$ cat src/rtl/gpio_irq_ctrl_pkg.sv
// gpio_irq_ctrl register map and shared helpers (also consumed by the driver header generator).
// Latency: n/a (constants and pure functions only).
// Backpressure: n/a.
package gpio_irq_ctrl_pkg;

  // Word offsets on wb_adr_i[4:2]
  localparam logic [2:0] REG_IN   = 3'd0;
  localparam logic [2:0] REG_IE   = 3'd1;
  localparam logic [2:0] REG_TRIG = 3'd2;
  localparam logic [2:0] REG_POL  = 3'd3;
  localparam logic [2:0] REG_PEND = 3'd4;
  localparam logic [2:0] REG_DEB  = 3'd5;

  // Width of the debounce prescaler reload value
  localparam int DEB_W = 16;

  // Expand Wishbone byte selects into a 32-bit bit mask
  function automatic logic [31:0] byte_mask(input logic [3:0] sel);
    return {{8{sel[3]}}, {8{sel[2]}}, {8{sel[1]}}, {8{sel[0]}}};
  endfunction

endpackage

$ cat src/rtl/gpio_irq_ctrl_if.sv
// Wishbone B-4 classic slave bundle for the GPIO interrupt controller register port.
// Latency: n/a (wires only); the slave acks one cycle after each strobe.
// Backpressure: none; the slave never stalls, reads are combinational from the address.
interface gpio_irq_ctrl_if;
  logic [4:2]  wb_adr_i;
  logic [31:0] wb_dat_i;
  logic [31:0] wb_dat_o;
  logic        wb_we_i;
  logic [3:0]  wb_sel_i;
  logic        wb_stb_i;
  logic        wb_ack_o;

  modport master (
    output wb_adr_i, wb_dat_i, wb_we_i, wb_sel_i, wb_stb_i,
    input  wb_dat_o, wb_ack_o
  );

  modport slave (
    input  wb_adr_i, wb_dat_i, wb_we_i, wb_sel_i, wb_stb_i,
    output wb_dat_o, wb_ack_o
  );
endinterface

$ cat src/rtl/gpio_irq_ctrl_sync.sv
// gpio_irq_sync: N-bit two-flop synchroniser for asynchronous inputs, synchronous reset.
// Latency: 2 cycles from d to q.
// Backpressure: none; samples every cycle.
module gpio_irq_sync #(
  parameter int N = 16
) (
  input  logic         clk,
  input  logic         rst,
  input  logic [N-1:0] d,
  output logic [N-1:0] q
);

  logic [N-1:0] s1_q;

  // Two back-to-back flops give metastability time before q is consumed
  always_ff @(posedge clk) begin
    if (rst) begin
      s1_q <= '0;
      q    <= '0;
    end else begin
      s1_q <= d;
      q    <= s1_q;
    end
  end

endmodule

$ cat src/rtl/gpio_irq_ctrl.sv
// gpio_irq_ctrl: synchronise/debounce pins, latch edge/level events into PEND, drive one irq_o.
// Latency: pin->IN 2, ->PEND 3, ->irq_o 4 cycles; GPIO_IRQ_DEBOUNCE_EN adds 3 tick periods.
// Backpressure: none; each strobe acked after one cycle, read data combinational from address.
module gpio_irq_ctrl
  import gpio_irq_ctrl_pkg::*;
#(
  parameter int N = 16
) (
  input  logic         wb_clk_i,
  input  logic         wb_rst_i,
  gpio_irq_ctrl_if.slave bus,
  input  logic [N-1:0] pins_i,
  output logic         irq_o
);

  logic         ack_q;
  logic         wr_en;
  logic [31:0]  lane_msk;
  logic [N-1:0] wr_msk;
  logic [N-1:0] wr_d;
  logic         wr_ie, wr_trig, wr_pol, wr_pend;

  logic [N-1:0] sync2;
  logic [N-1:0] cond;
  logic [N-1:0] prev_q;
  logic [N-1:0] ie_q, trig_q, pol_q, pend_q;
  logic [N-1:0] evt, clr;
  logic         irq_q;
  logic [31:0]  deb_rd;
  logic [31:0]  rd_dat;
  logic         unused_bits;

  // A write is taken only on the first cycle of a strobe, never on the ack cycle
  assign wr_en    = bus.wb_stb_i & bus.wb_we_i & ~ack_q;
  assign lane_msk = byte_mask(bus.wb_sel_i);
  assign wr_msk   = lane_msk[N-1:0];
  assign wr_d     = bus.wb_dat_i[N-1:0];
  assign wr_ie    = wr_en && (bus.wb_adr_i == REG_IE);
  assign wr_trig  = wr_en && (bus.wb_adr_i == REG_TRIG);
  assign wr_pol   = wr_en && (bus.wb_adr_i == REG_POL);
  assign wr_pend  = wr_en && (bus.wb_adr_i == REG_PEND);

  // Data bits above N-1 and unused byte lanes are intentionally dropped
  assign unused_bits = ^{bus.wb_dat_i, lane_msk};

  gpio_irq_sync #(.N(N)) u_sync (
    .clk (wb_clk_i),
    .rst (wb_rst_i),
    .d   (pins_i),
    .q   (sync2)
  );

`ifdef GPIO_IRQ_DEBOUNCE_EN
  logic wr_deb;
  assign wr_deb = wr_en && (bus.wb_adr_i == REG_DEB);

  generate
    if (1) begin : g_deb
      logic [DEB_W-1:0]   deb_q;
      logic [DEB_W-1:0]   pres_q;
      logic               tick;
      logic [N-1:0][1:0]  dcnt_q;
      logic [N-1:0]       cond_q;

      assign tick   = (pres_q == deb_q);
      assign cond   = cond_q;
      assign deb_rd = {{(32-DEB_W){1'b0}}, deb_q};

      // Prescaler reload value, byte-lane writable
      always_ff @(posedge wb_clk_i) begin
        if (wb_rst_i)
          deb_q <= '0;
        else if (wr_deb)
          deb_q <= (deb_q & ~lane_msk[DEB_W-1:0]) | (bus.wb_dat_i[DEB_W-1:0] & lane_msk[DEB_W-1:0]);
      end

      // Free-running prescaler; a DEB write restarts the tick phase
      always_ff @(posedge wb_clk_i) begin
        if (wb_rst_i || wr_deb || tick)
          pres_q <= '0;
        else
          pres_q <= pres_q + DEB_W'(1);
      end

      // Accept a new level only after it differs from cond on three consecutive ticks
      always_ff @(posedge wb_clk_i) begin
        if (wb_rst_i) begin
          cond_q <= '0;
          dcnt_q <= '0;
        end else if (tick) begin
          for (int i = 0; i < N; i++) begin
            if (sync2[i] != cond_q[i]) begin
              if (dcnt_q[i] == 2'd2) begin
                cond_q[i] <= sync2[i];
                dcnt_q[i] <= 2'd0;
              end else begin
                dcnt_q[i] <= dcnt_q[i] + 2'd1;
              end
            end else begin
              dcnt_q[i] <= 2'd0;
            end
          end
        end
      end
    end
  endgenerate
`else
  assign cond   = sync2;
  assign deb_rd = '0;
`endif

  // Edge pins fire on a transition into the active level; level pins fire while active
  assign evt = (~trig_q & (cond ^ prev_q) & (cond ^ pol_q)) | (trig_q & (cond ^ pol_q));
  assign clr = wr_pend ? (wr_d & wr_msk) : '0;

  // Bus acknowledge: one cycle after every strobe, dropped by reset
  always_ff @(posedge wb_clk_i) begin
    if (wb_rst_i)
      ack_q <= 1'b0;
    else
      ack_q <= bus.wb_stb_i & ~ack_q;
  end

  // Configuration registers with per-byte-lane writes
  always_ff @(posedge wb_clk_i) begin
    if (wb_rst_i) begin
      ie_q   <= '0;
      trig_q <= '0;
      pol_q  <= '0;
    end else begin
      if (wr_ie)   ie_q   <= (ie_q   & ~wr_msk) | (wr_d & wr_msk);
      if (wr_trig) trig_q <= (trig_q & ~wr_msk) | (wr_d & wr_msk);
      if (wr_pol)  pol_q  <= (pol_q  & ~wr_msk) | (wr_d & wr_msk);
    end
  end

  // Edge history, pending latch (set beats W1C clear) and registered interrupt
  always_ff @(posedge wb_clk_i) begin
    if (wb_rst_i) begin
      prev_q <= '0;
      pend_q <= '0;
      irq_q  <= 1'b0;
    end else begin
      prev_q <= cond;
      pend_q <= (pend_q & ~clr) | evt;
      irq_q  <= |(pend_q & ie_q);
    end
  end

  // Read mux; unimplemented bits and offsets return zero
  always_comb begin
    rd_dat = '0;
    case (bus.wb_adr_i)
      REG_IN:   rd_dat[N-1:0] = cond;
      REG_IE:   rd_dat[N-1:0] = ie_q;
      REG_TRIG: rd_dat[N-1:0] = trig_q;
      REG_POL:  rd_dat[N-1:0] = pol_q;
      REG_PEND: rd_dat[N-1:0] = pend_q;
      REG_DEB:  rd_dat        = deb_rd;
      default:  rd_dat        = '0;
    endcase
  end

  assign bus.wb_dat_o = rd_dat;
  assign bus.wb_ack_o = ack_q;
  assign irq_o        = irq_q;

endmodule

$ cat src/flat_wrapper.sv
// flat-port wrapper written by rule: the top's interface ports become plain ports
module gpio_irq_ctrl_flat import gpio_irq_ctrl_pkg::*;
#(
  parameter int N = 16
)
  (wb_clk_i, wb_rst_i, pins_i, irq_o, bus_wb_adr_i, bus_wb_dat_i, bus_wb_we_i, bus_wb_sel_i, bus_wb_stb_i, bus_wb_dat_o, bus_wb_ack_o);
  gpio_irq_ctrl_if bus_i ();
  input  logic wb_clk_i;
  input  logic wb_rst_i;
  input  logic [N-1:0] pins_i;
  output logic irq_o;
  input wire logic [$bits(bus_i.wb_adr_i)-1:0] bus_wb_adr_i;
  input wire logic [$bits(bus_i.wb_dat_i)-1:0] bus_wb_dat_i;
  input wire logic [$bits(bus_i.wb_we_i)-1:0] bus_wb_we_i;
  input wire logic [$bits(bus_i.wb_sel_i)-1:0] bus_wb_sel_i;
  input wire logic [$bits(bus_i.wb_stb_i)-1:0] bus_wb_stb_i;
  output wire logic [$bits(bus_i.wb_dat_o)-1:0] bus_wb_dat_o;
  output wire logic [$bits(bus_i.wb_ack_o)-1:0] bus_wb_ack_o;
  assign bus_i.wb_adr_i = bus_wb_adr_i;
  assign bus_i.wb_dat_i = bus_wb_dat_i;
  assign bus_i.wb_we_i = bus_wb_we_i;
  assign bus_i.wb_sel_i = bus_wb_sel_i;
  assign bus_i.wb_stb_i = bus_wb_stb_i;
  assign bus_wb_dat_o = bus_i.wb_dat_o;
  assign bus_wb_ack_o = bus_i.wb_ack_o;
  gpio_irq_ctrl #(.N(N)) u_core (.wb_clk_i(wb_clk_i), .wb_rst_i(wb_rst_i), .bus(bus_i), .pins_i(pins_i), .irq_o(irq_o));
endmodule
$ cat config.mk
export PLATFORM = sky130hd
export DESIGN_NAME = gpio_irq_ctrl_flat
export DESIGN_NICKNAME = d
export VERILOG_FILES = /design/src/rtl/gpio_irq_ctrl_pkg.sv /design/src/rtl/gpio_irq_ctrl_if.sv /design/src/rtl/gpio_irq_ctrl_sync.sv /design/src/rtl/gpio_irq_ctrl.sv /design/src/flat_wrapper.sv
export SDC_FILE = /design/constraint.sdc
export NUM_CORES = 1
export LEC_CHECK = 0
export ABC_AREA = 1
export BUFFER_PORTS_ARGS = -buffer_cell sky130_fd_sc_hd__buf_2
export CAP_MARGIN = 15
export CORE_UTILIZATION = 30
export DETAILED_ROUTE_END_ITERATION = 10
export HOLD_SLACK_MARGIN = 0.03
export PLACE_DENSITY_LB_ADDON = 0.12
export SETUP_SLACK_MARGIN = 0.1
export SLEW_MARGIN = 40
export SYNTH_ARGS = -nofsm -noshare
export SYNTH_HDL_FRONTEND = slang
export SYNTH_SLANG_ARGS = --single-unit
$ cat constraint.sdc
create_clock -name wb_clk_i -period 3.77 [get_ports wb_clk_i]
set_clock_uncertainty 0.1 [all_clocks]
set_input_delay 0.377 -clock wb_clk_i [delete_from_list [all_inputs] [get_ports wb_clk_i]]
set_output_delay 0.377 -clock wb_clk_i [all_outputs]
set_load 0.05 [all_outputs]
==> results of run 1 <==
==> cell families after synthesis <==
| logic type | after synthesis | share of synthesized area |
|---|---|---|
| AO/OA/AOI/OAI | 68 | 0.0630 |
| buffers and inverters | 203 | 0.161 |
| flip-flops | 114 | 0.421 |
| other | 1 | 0.000692 |
| AND/OR/NAND/NOR | 458 | 0.354 |
==> power breakdown <==
part	leakage (nW)	total [mW]	switching [mW]	internal (mW)
clock network	0.284	1.57	0.536	1.03
registers	0.930	1.26	0.0204	1.24
logic	1.74	0.254	0.188	0.0660
total	2.95	3.09	0.745	2.34
==> stage by stage <==
step / cell area (sq um) / std cells / hold slack, ns / util
6_report: 6440 / 1129 / 0.0534 / 0.368
5_1_grt: 6440 / 1129 / 0.0563 / 0.368
4_1_cts: 6410 / 1128 / 0.0460 / 0.367
3_5_place_dp: 5840 / 1097 / 0.292 / 0.334
3_3_place_gp: 5820 / 1096 / 0.290 / 0.333
2_1_floorplan: 5480 / 859 / 0.288 / -
==> metal layers <==
layer	vias up	global-route usage
met4	0	0.0753
met3	16	0.0298
li1	2659	-
met1	2151	0.227
met5	-	0
met2	90	0.261
==> cells in the mapped netlist <==
cell / instances
o21ai_1: 3
buf_4: 19
dfxtp_1: 114
buf_1: 6
o22ai_1: 1
nand4_1: 48
nor2_4: 1
nor2_1: 160
nand2_1: 194
inv_2: 5
conb_1: 1
inv_1: 142
a21oi_1: 48
clkbuf_1: 14
buf_6: 3
nor3b_1: 1
nor3_1: 28
nand3_1: 26
buf_2: 14
o21ai_0: 16
==> area by class of cell <==
class	count	area [sq um]	share of cell area
Clock buffer	26	499	0.0775
Timing Repair Buffer	70	428	0.0664
Sequential cell	114	2280	0.354
Inverter	147	552	0.0857
Clock inverter	5	75.1	0.0117
Tap cell	225	282	0.0437
Multi-Input combinational cell	542	2320	0.361
==> cell usage in the layout, fill, tap and decap left out, drive strengths merged <==
master	n
nand3	26
nor2	161
nor3b	1
buf	70
o22ai	1
inv	147
dfxtp	114
o21ai	19
nand4	48
a21oi	48
nor3	28
clkbuf	26
bufinv	2
nand2	194
conb	16
clkinv	3
==> final timing paths <==
check / cells after the start / startpoint / end
hold reg to reg: 2 / u_core.u_sync.s1_q[13] / u_core.u_sync.q[13]
setup / recovery: 8 / bus_wb_adr_i[2] / bus_wb_dat_o[7]
hold / removal: 3 / pins_i[11] / u_core.u_sync.s1_q[11]
setup reg to reg: 6 / u_core.bus.wb_ack_o / flop
==> worst reg2reg max path, stage by stage, from the launching register on <==
cell     delay, ns
dfxtp_1       0.34
nor2_4        0.41
buf_16        0.22
nand3_1       0.38
nand2_1       0.17
nand2_1       0.06
nor2_1        0.08
==> metrics.md, run 1 <==
| Metric | Value |
|---|---|
| Bufs and invs on worst path | 4 |
| Total power | 3.09 mW |
| WL final | 14600 um |
| DR iter-0 viols | 294 |
| CP max FO | 8 |
| Drt pass-1 iters | 5 |
| Wire length on met1 | 7360 um |
| Final cycle utilization of the critical path | 0.620 |
| CTS sink cnt | 114 |
| GRT overflow | 0 |
| Setup crit start kind | input pin |
| Layout cells sized above 1 | 0.114 |
| First-pass GRT wire length | 23400 um |
| Detailed-route wire length per cell | 13.0 um |
| Via count | 4916 |
| Post-DR vias/cell | 4.35 |
| CP max stage cell | nand3_1 |
| LEAKAGE | 2.95 nW |
| Synthesis-stage register bit count | 114 |
| Horiz. Die Dim | 136 um |
| Endpoints failing setup | 0 |
| Post-CTS setup repair buffer count | 0 |
| Power per cell area | 480 nW/um^2 |
| Nets | 951 |
| Layout area overhead | 18.8% |
| Kind of critical path | input pin to output port |
| Final worst setup slack | 1.43 ns |
| Initial antenna violation count | 0 |
| Fill count | 1929 |
| Clk pin slew, worst setup/hold paths | 0.05 ns |
| Slew headroom | 0.580 |
| TritonCTS Buffers | 17 |
| Total die area | 18600 sq um |
| Pins over their slew limit | 0 |
| Core area | 17500 sq um |
| Clk Tree Root Cell | clkbuf_16 |
| Cell Rows | 48 |
| HPWL Detailed | 9360 um |
| Synth Warn # | 0 |
| Die Ht | 136 um |
| MaxCap Viol Count | 0 |
| Main area contributors after synthesis | dfxtp_1 42%, nand2_1 13%, nor2_1 11% |
| RSZ-0062 raised after global routing | no |
| CTS resizes | 0 |
| CTS tree | yes |
| Worst Hold Class | input pin to flop |
| CP most frequent cell | buf_2 |
| CP delay by family, top | buffers and inverters |
| Post-place setup slack | 1.37 ns |
| H-tree levels | 4 |
| Met2 WL | 6590 um |
| Critical Path RT | 3.29 ns |
| Post-synth top area share | 0.421 |
| WL met3 | 455 um |
| Worst-Margin Slew | 0.630 ns |
| Antenna Cells | 0 |
| Area leader, netlist | dfxtp_1 |
| Setup TNS | 0 ns |
| Clk buf depth | 2 |
| IO Pins | 93 |
| Status | complete, no violations |
| Worst VDD drop | 0.295 mV |
| GRT Util Overall | 0.168 |
| Routed Antenna Nets | 0 |
| R2R setup slack | 1.92 ns |
| Sequential fraction of the synthesis area | 0.421 |
| Initial Utilization | 0.310 |
| CP peak stage delay | 0.38 ns |
| CP endpoint kind | output port |
| Routability congestion estimate | 0.747 |
| Crit path DAT | 1.86 ns |
| Post-CTS Hold Buffers | 0 |
| PortBufs | 58 |
| Max Fclk | 428 MHz |
| Average size of a mapped cell | 6.42 sq um |
| Largest net degree at the start of global routing | 42 |
| Synthesized area | 5420 sq um |
| DRC violations left | 0 |
| Vias in the first global route | 4378 |
| Crit path time final | 2.34 ns |
| CP Cell Sequence | buf_2 -> inv_2 -> nand3_1 -> buf_4 -> o21ai_0 -> nor2_1 -> nand2_1 -> buf_2 |
| Worst skew pair latency | 0.42 ns |
| Count of cell types in the netlist | 20 |
| Post-synthesis cell count | 844 |
| Hold Fails Final Rpt | 0 |
| Highest Signal Layer | met4 |
No activity file was read; power rests on OpenSTA's default activity.
==> run 2: changes to the inputs <==
--- a/config.mk
+++ b/config.mk
@@ -5,7 +5,7 @@
 export SDC_FILE = /design/constraint.sdc
 export NUM_CORES = 1
 export LEC_CHECK = 0
-export ABC_AREA = 1
+export ABC_AREA = 0
 export BUFFER_PORTS_ARGS = -buffer_cell sky130_fd_sc_hd__buf_2
 export CAP_MARGIN = 15
 export CORE_UTILIZATION = 30
==> constraint.sdc (replaced) <==
create_clock -name wb_clk_i -period 2.33 [get_ports wb_clk_i]
set_clock_uncertainty 0.1 [all_clocks]
set_input_delay 0.233 -clock wb_clk_i [delete_from_list [all_inputs] [get_ports wb_clk_i]]
set_output_delay 0.233 -clock wb_clk_i [all_outputs]
set_load 0.05 [all_outputs]
==> run 2 against run 1 <==
  * Clock power is 57% higher
  * Total power up 59%
  * Routed wire length decreased by 15%
  * Cell count is 27% lower
  * Combinational power grew 58%
  * Sequential share of layout area increased by 0.82 points
  * Worst setup slack lost 1.1 ns
==> metrics.md, run 2 <==
| Metric | Value |
|---|---|
| TritonCTS Buffers | 17 (unchanged) |
| GRT Util Overall | 0.157 (was 0.168) |
| PortBufs | 58 (unchanged) |
| CTS tree | yes (unchanged) |
| Clock share of power | 0.502 (was 0.509) |
| Post-DR vias/cell | 4.53 (was 4.35) |
| IO Pins | 93 (unchanged) |
| Nets | 659 (was 951) |
| CP peak stage delay | 0.31 ns (was 0.38 ns) |
| Most frequent cells in the layout | 114 x dfxtp_1, 57 x buf_2, 49 x nand2_1, 49 x nor2_1, 48 x nor2b_1 (was 194 x nand2_1, 159 x nor2_1, 142 x inv_1, 114 x dfxtp_1, 57 x buf_2) |
| Main area contributors after synthesis | dfxtp_1 47%, mux2i_1 9.6%, nor2b_1 6.1% (was dfxtp_1 42%, nand2_1 13%, nor2_1 11%) |
| Hold Fails Final Rpt | 0 (unchanged) |
| Post-synthesis cell count | 502 (was 844) |
| Via count | 3754 (was 4916) |
| Worst-Margin Slew | 0.665 ns (was 0.630 ns) |
| Clk pin slew, worst setup/hold paths | 0.05 ns (about the same) |
| Die Ht | 130 um (was 136 um) |
| LEAKAGE | 2.41 nW (was 2.95 nW) |
| P_int | 3.73 mW (was 2.34 mW) |
| CP endpoint kind | output port (unchanged) |
| Gate power share | 0.082 (about the same) |
| Synth Warn # | 0 (unchanged) |
| Setup crit start kind | input pin (unchanged) |
| Final worst setup slack | 0.288 ns (was 1.43 ns) |
| MaxCap Viol Count | 0 (unchanged) |
| Net Sw Frac | 0.241 (about the same) |
| Final cycle utilization of the critical path | 0.877 |
| Pins over their slew limit | 0 (unchanged) |
| HPWL Detailed | 8170 um (was 9360 um) |
| Post-place setup slack | 0.299 ns (was 1.37 ns) |
| Routability congestion estimate | 0.741 (was 0.747) |
| Drt pass-1 iters | 4 (was 5) |
| Detailed-route wire length per cell | 15.0 um (was 13.0 um) |
| Slew headroom | 0.554 (was 0.580) |
| Fin util | 0.395 (was 0.368) |
| CP delay by family, top | buffers and inverters (unchanged) |
| Clk buf depth | 2 (unchanged) |
| Most frequent cell after synthesis | dfxtp_1 (was nand2_1) |
| Worst Hold Class | input pin to flop (unchanged) |
| Commonest non-fill, non-tap cell in the layout | dfxtp_1 (was nand2_1) |
| Main synth FF type | dfxtp_1 (unchanged) |
| Antenna Cells | 0 (unchanged) |
| Power per cell area | 782 nW/um^2 (was 480 nW/um^2) |
| Post-synth EDFFs | 0 (unchanged) |
| Max Fclk | 490 MHz |
| Share of flip-flops with an asynchronous set or reset | 0 (unchanged) |
| Area leader, netlist | dfxtp_1 (unchanged) |
| H-tree levels | 4 (unchanged) |
| Placed Instance Area | 5400 sq um (was 5840 sq um) |
| Post-synth top area share | 0.466 (was 0.421) |
| Sw power | 1.19 mW (was 0.745 mW) |
| Initial Utilization | 0.307 (was 0.310) |
| Count of cell types in the netlist | 39 (was 20) |
| CP max stage cell | buf_2 (was nand3_1) |
| Routed Antenna Nets | 0 (unchanged) |
| WL final | 12500 um (was 14600 um) |
| Seq pwr share | 0.416 (was 0.409) |
| Sequential fraction of the synthesis area | 0.466 (was 0.421) |
| First-pass GRT wire length | 19200 um (was 23400 um) |
| Worst skew pair latency | 0.42 ns (about the same) |
| Synth cell count leaders | 114 x dfxtp_1, 49 x nand2_1, 49 x nor2_1 (was 194 x nand2_1, 160 x nor2_1, 142 x inv_1) |
| CP max FO | 11 (was 8) |
| RSZ-0062 raised after global routing | no (unchanged) |
| Status | complete, no violations (unchanged) |
| Endpoints failing setup | 0 (unchanged) |
| Bufs and invs on worst path | 5 (was 4) |
| Kind of critical path | input pin to output port (unchanged) |
| Layout cells sized above 1 | 0.192 (was 0.114) |
| Average size of a mapped cell | 9.76 sq um (was 6.42 sq um) |
| Setup TNS | 0 ns (unchanged) |
| Horiz. Die Dim | 130 um (was 136 um) |
| Cell Rows | 46 (was 48) |
| DRC violations left | 0 (unchanged) |
| Layout area overhead | 28.4% (was 18.8%) |
| Clk Tree Root Cell | clkbuf_16 (unchanged) |
| DR iter-0 viols | 189 (was 294) |
| Crit path DAT | 1.71 ns (was 1.86 ns) |
| Largest net degree at the start of global routing | 122 (was 42) |
| Vias in the first global route | 3494 (was 4378) |
| R2R setup slack | 0.67 ns (was 1.92 ns) |
| Synthesized area | 4900 sq um (was 5420 sq um) |
| Initial antenna violation count | 0 (unchanged) |
| Worst VDD drop | 0.540 mV (was 0.295 mV) |
| Total die area | 16900 sq um (was 18600 sq um) |
| Core area | 15900 sq um (was 17500 sq um) |
| CP Cell Sequence | buf_2 -> buf_4 -> inv_1 -> nor3_2 -> buf_4 -> a22oi_1 -> o221ai_1 -> buf_2 (was buf_2 -> inv_2 -> nand3_1 -> buf_4 -> o21ai_0 -> nor2_1 -> nand2_1 -> buf_2) |
| GRT overflow | 0 (unchanged) |
| Post-route cell area | 6290 sq um (was 6440 sq um) |
| Critical Path RT | 2.00 ns (was 3.29 ns) |
| CTS sink cnt | 114 (unchanged) |
| Crit path time final | 2.04 ns |
| Synthesis-stage register bit count | 114 (unchanged) |
-- run 2: tightest hold or removal path, stage by stage --
cell and delay, ns:
buf_4 0.12, buf_12 0.22, nor2b_1 0.15
-- run 2: cell families after synthesis --
logic type,Yosys count,synth area share
xor gates and xnor gates,32,0.0572
and+or+nand+nor,176,0.198
DFF,114,0.466
buffers and inverters,50,0.0574
other,1,0.000765
AOI/OAI and AO/OA,81,0.123
muxes,48,0.0983
-- run 2: layout make-up --
class                           instances  area, sq um
Fill cell                            1625         9650
Tap cell                              216          270
Inverter                                9         33.8
Clock buffer                           23          488
Timing Repair Buffer                  105          741
Sequential cell                       114         2280
Clock inverter                          9         80.1
Multi-Input combinational cell        353         2400
-- run 2: stage by stage --
| step | hold WS (ns) | instances | power, mW |
|---|---|---|---|
| detailed placement | 0.322 | 764 | 2.45 |
| CTS | 0.286 | 829 | 4.99 |
| finish | 0.264 | 829 | 4.92 |
| global route | 0.305 | 829 | 5.12 |
| global placement | 0.318 | 764 | 2.45 |
| floorplan | 0.261 | 517 | 2.35 |
-- run 2: worst paths after layout --
kind | startpoint | cells after the start | endpoint
setup / recovery | bus_wb_adr_i[1] | 8 | bus_wb_dat_o[15]
hold / removal | wb_rst_i | 3 | u_core.prev_q[6]
setup reg to reg | u_core.bus.wb_ack_o | 5 | flop
hold reg to reg | u_core.u_sync.s1_q[14] | 1 | u_core.u_sync.q[14]
-- run 2: timing repair --
item                                    in CTS  in global routing
buffers inserted                             0                  0
endpoints found under the hold margin       61                  0
endpoints found under the setup margin       0                  0
gates resized for setup                      0                  0
hold buffers                                33                  0
-- run 2: power by group through the flow --
| stage | Combinational (mW) | Sequential, mW | Clock, mW |
|---|---|---|---|
| global placement | 0.360 | 2.09 | 0 |
| global route | 0.436 | 2.05 | 2.63 |
| detailed placement | 0.364 | 2.09 | 0 |
| floorplan | 0.274 | 2.08 | 0 |
| CTS | 0.406 | 2.05 | 2.54 |
| finish | 0.402 | 2.05 | 2.47 |
-- run 2: per-layer routing --
layer | global-route usage | vias up | share of wire
met5 | 0 | - | 0
met4 | 0.0711 | 0 | 0.019
met3 | 0.0435 | 15 | 0.040
met2 | 0.241 | 91 | 0.45
met1 | 0.203 | 1752 | 0.49
li1 | - | 1896 | -
==> run 3: changes to the inputs <==
--- a/config.mk
+++ b/config.mk
@@ -6,13 +6,15 @@
 export NUM_CORES = 1
 export LEC_CHECK = 0
 export ABC_AREA = 0
-export BUFFER_PORTS_ARGS = -buffer_cell sky130_fd_sc_hd__buf_2
+export BUFFER_PORTS_ARGS = -buffer_cell sky130_fd_sc_hd__clkbuf_2
 export CAP_MARGIN = 15
 export CORE_UTILIZATION = 30
 export DETAILED_ROUTE_END_ITERATION = 10
+export GPL_TIMING_DRIVEN = 0
 export HOLD_SLACK_MARGIN = 0.03
 export PLACE_DENSITY_LB_ADDON = 0.12
 export SETUP_SLACK_MARGIN = 0.1
+export SKIP_CTS_REPAIR_TIMING = 1
 export SLEW_MARGIN = 40
 export SYNTH_ARGS = -nofsm -noshare
 export SYNTH_HDL_FRONTEND = slang
==> run 3 against run 2 <==
  * The flow now finishes with violations (negative hold slack)
  * First-iteration DRC count rose by 13%
  * Routed wire length rose by 14%
  * Largest cell class unchanged
  * Die area did not move
  * Clock power rose by 4%
  * Sequential power barely moved
  * Critical path depth fell by 2
  * Cell count rose by 2.8%
  * Combinational power rose by 11%
  * Utilization rose by 0.94 points
  * Cell area rose by 2.4%
  * Count of clock-buffer cells in the layout rose by 2
==> metrics.md, run 3 (synthesized netlist as in run 2, its figures left out) <==
| Metric | Value |
|---|---|
| Status | finished with violations (was complete, no violations) |
| Failing checks | negative hold slack |
| CTS tree | yes (unchanged) |
| Slew headroom | 0.465 (was 0.554) |
| DRC violations left | 0 (unchanged) |
| Clk buf depth | 2 (unchanged) |
| MaxCap Viol Count | 0 (unchanged) |
| Clk Tree Root Cell | clkbuf_16 (unchanged) |
| TritonCTS Buffers | 17 (unchanged) |
| Endpoints failing setup | 0 (unchanged) |
| Crit path to | bus_wb_dat_o[15] (unchanged) |
| Crit. Startpoint | bus_wb_adr_i[1] (unchanged) |
| Detailed-route wire length per cell | 16.7 um (was 15.0 um) |
| CP endpoint kind | output port (unchanged) |
| Via count | 3894 (was 3754) |
| WL final | 14300 um (was 12500 um) |
| Non-Filler Instances | 852 (was 829) |
| Max Fclk | 480 MHz (was 490 MHz) |
| Layout area overhead | 31.5% (was 28.4%) |
| Crit path DAT | 1.75 ns (was 1.71 ns) |
| Total die area | 16900 sq um (unchanged) |
| Layout cells sized above 1 | 0.203 (was 0.192) |
| Worst hold margin | -0.00179 ns (was 0.264 ns) |
| Post-DR vias/cell | 4.57 (was 4.53) |
| Kind of critical path | input pin to output port (unchanged) |
| Setup TNS | 0 ns (unchanged) |
| Pins over their slew limit | 0 (unchanged) |
| CP max stage cell | buf_2 (unchanged) |
| Worst skew pair latency | 0.42 ns (about the same) |
| Drt pass-1 iters | 5 (was 4) |
| LEAKAGE | 2.50 nW (was 2.41 nW) |
| HPWL Detailed | 9700 um (was 8170 um) |
| DR iter-0 viols | 214 (was 189) |
| Initial antenna violation count | 0 (unchanged) |
| RSZ-0062 raised after global routing | no (unchanged) |
| Hold Fails Final Rpt | 1 (was 0) |
| Dpl cells | 787 (was 764) |
| Worst Hold Class | input pin to flop (unchanged) |
| Fill count | 1595 (was 1625) |
| Cell Rows | 46 (unchanged) |
| CP most frequent cell | buf_2 |
| Initial Utilization | 0.307 (unchanged) |
| Critical Path RT | 2.00 ns (about the same) |
| First-pass GRT wire length | 21200 um (was 19200 um) |
| Power per cell area | 787 nW/um^2 (was 782 nW/um^2) |
| Reg-to-Reg Start | u_core.bus.wb_ack_o (unchanged) |
| Core area | 15900 sq um (unchanged) |
| Antenna Cells | 0 (unchanged) |
| Crit path time final | 2.08 ns (was 2.04 ns) |
| Horiz. Die Dim | 130 um (unchanged) |
| Routed Antenna Nets | 0 (unchanged) |
| Fin util | 0.404 (was 0.395) |
| CP peak stage delay | 0.41 ns (was 0.31 ns) |
| CP Cell Sequence | buf_2 -> nor3_4 -> buf_2 -> a22oi_1 -> o221ai_1 -> clkbuf_2 (was buf_2 -> buf_4 -> inv_1 -> nor3_2 -> buf_4 -> a22oi_1 -> o221ai_1 -> buf_2) |
| Most frequent cells in the layout | 114 x dfxtp_1, 55 x clkbuf_2, 49 x nand2_1, 49 x nor2_1, 48 x nor2b_1 (was 114 x dfxtp_1, 57 x buf_2, 49 x nand2_1, 49 x nor2_1, 48 x nor2b_1) |
| Worst VDD drop | 0.504 mV (was 0.540 mV) |
| Nets | 684 (was 659) |
| Vias in the first global route | 3566 (was 3494) |
| Placed Instance Area | 5500 sq um (was 5400 sq um) |
| Final cycle utilization of the critical path | 0.894 (was 0.877) |
| Post-route cell area | 6440 sq um (was 6290 sq um) |
| GRT overflow | 0 (unchanged) |
| R2R setup slack | 0.54 ns (was 0.67 ns) |
| IO Pins | 93 (unchanged) |
| Largest net degree at the start of global routing | 17 (was 122) |
| Setup crit start kind | input pin (unchanged) |
| Worst-Margin Slew | 0.803 ns (was 0.665 ns) |
| Total power | 5.07 mW (was 4.92 mW) |
| Die Ht | 130 um (unchanged) |
| Clk pin slew, worst setup/hold paths | 0.05 ns (about the same) |
| Reg area | 2280 sq um (unchanged) |
| GRT Util Overall | 0.179 (was 0.157) |
| Commonest non-fill, non-tap cell in the layout | dfxtp_1 (unchanged) |
| Multi-input gate area | 2420 sq um (was 2400 sq um) |
| H-tree levels | 4 (unchanged) |
| CP max FO | 10 (was 11) |
| PortBufs | 54 (was 58) |
| CTS sink cnt | 114 (unchanged) |
| FF-to-FF path depth | 4 (was 5) |
| Routability congestion estimate | 0.789 (was 0.741) |
==> run 3: changes by cell type in the layout (fill, tap and decap cells not counted), moves of 2 or more <==
| cell | before | now |
|---|---|---|
| clkinvlp_4 | 4 | 0 |
| clkbuf_1 | 2 | 17 |
| buf_6 | 0 | 3 |
| buf_4 | 14 | 22 |
| nor3_4 | 2 | 4 |
| dlygate4sd3_1 | 33 | 30 |
| nor3_2 | 4 | 2 |
| clkbuf_2 | 0 | 55 |
| buf_2 | 57 | 5 |
==> run 3: cell type report <==
class                           count  area share
Buffer                             41      0.0390
Clock buffer                       25      0.0784
Clock inverter                      5      0.0117
Inverter                            9     0.00524
Multi-Input combinational cell    353       0.375
Sequential cell                   114       0.354
Tap cell                          216      0.0419
Timing Repair Buffer               89      0.0944
==> run 3: metal layers <==
layer	vias to the layer above	wire length, um	share of wire	global-route usage
li1	1947	-	-	-
met1	1806	6610	0.46	0.232
met2	123	6480	0.45	0.284
met3	18	924	0.065	0.0504
met4	0	253	0.018	0.0670
met5	-	0	0	0
==> run 3: power breakdown <==
| group | internal (mW) | switching [mW] |
|---|---|---|
| combinational | 0.174 | 0.273 |
| sequential | 2.01 | 0.0384 |
| clock | 1.70 | 0.879 |
==> run 3: per-stage QoR <==
| step | setup WS (ns) | hold slack, ns |
|---|---|---|
| after CTS | -0.0821 | -0.0909 |
| after global routing | 0.152 | 0.0351 |
| final | 0.247 | -0.00179 |
| after detailed placement | -0.0787 | 0.320 |
| after floorplan | 0.294 | 0.261 |
| after global placement | -0.153 | 0.317 |
==> run 3: worst min path at each step <==
stage,from,endpoint,slack [ns],depth (start not counted)
global route,bus_wb_dat_i[8],flop,0.04,3
floorplan,pins_i[0],u_core.u_sync.s1_q[0],0.26,1
finish,bus_wb_dat_i[8],flop,-0.002,3
global placement,u_core.u_sync.s1_q[11],u_core.u_sync.q[11],0.32,1
CTS,pins_i[15],u_core.u_sync.s1_q[15],-0.09,2
detailed placement,u_core.u_sync.s1_q[15],u_core.u_sync.q[15],0.32,1
==> run 3: critical path, delay by kind of cell <==
| kind | cells | cell delay (ns) |
|---|---|---|
| AO/OA/AOI/OAI | 2 | 0.28 |
| buffers and inverters | 3 | 0.90 |
| AND/OR/NAND/NOR | 1 | 0.34 |
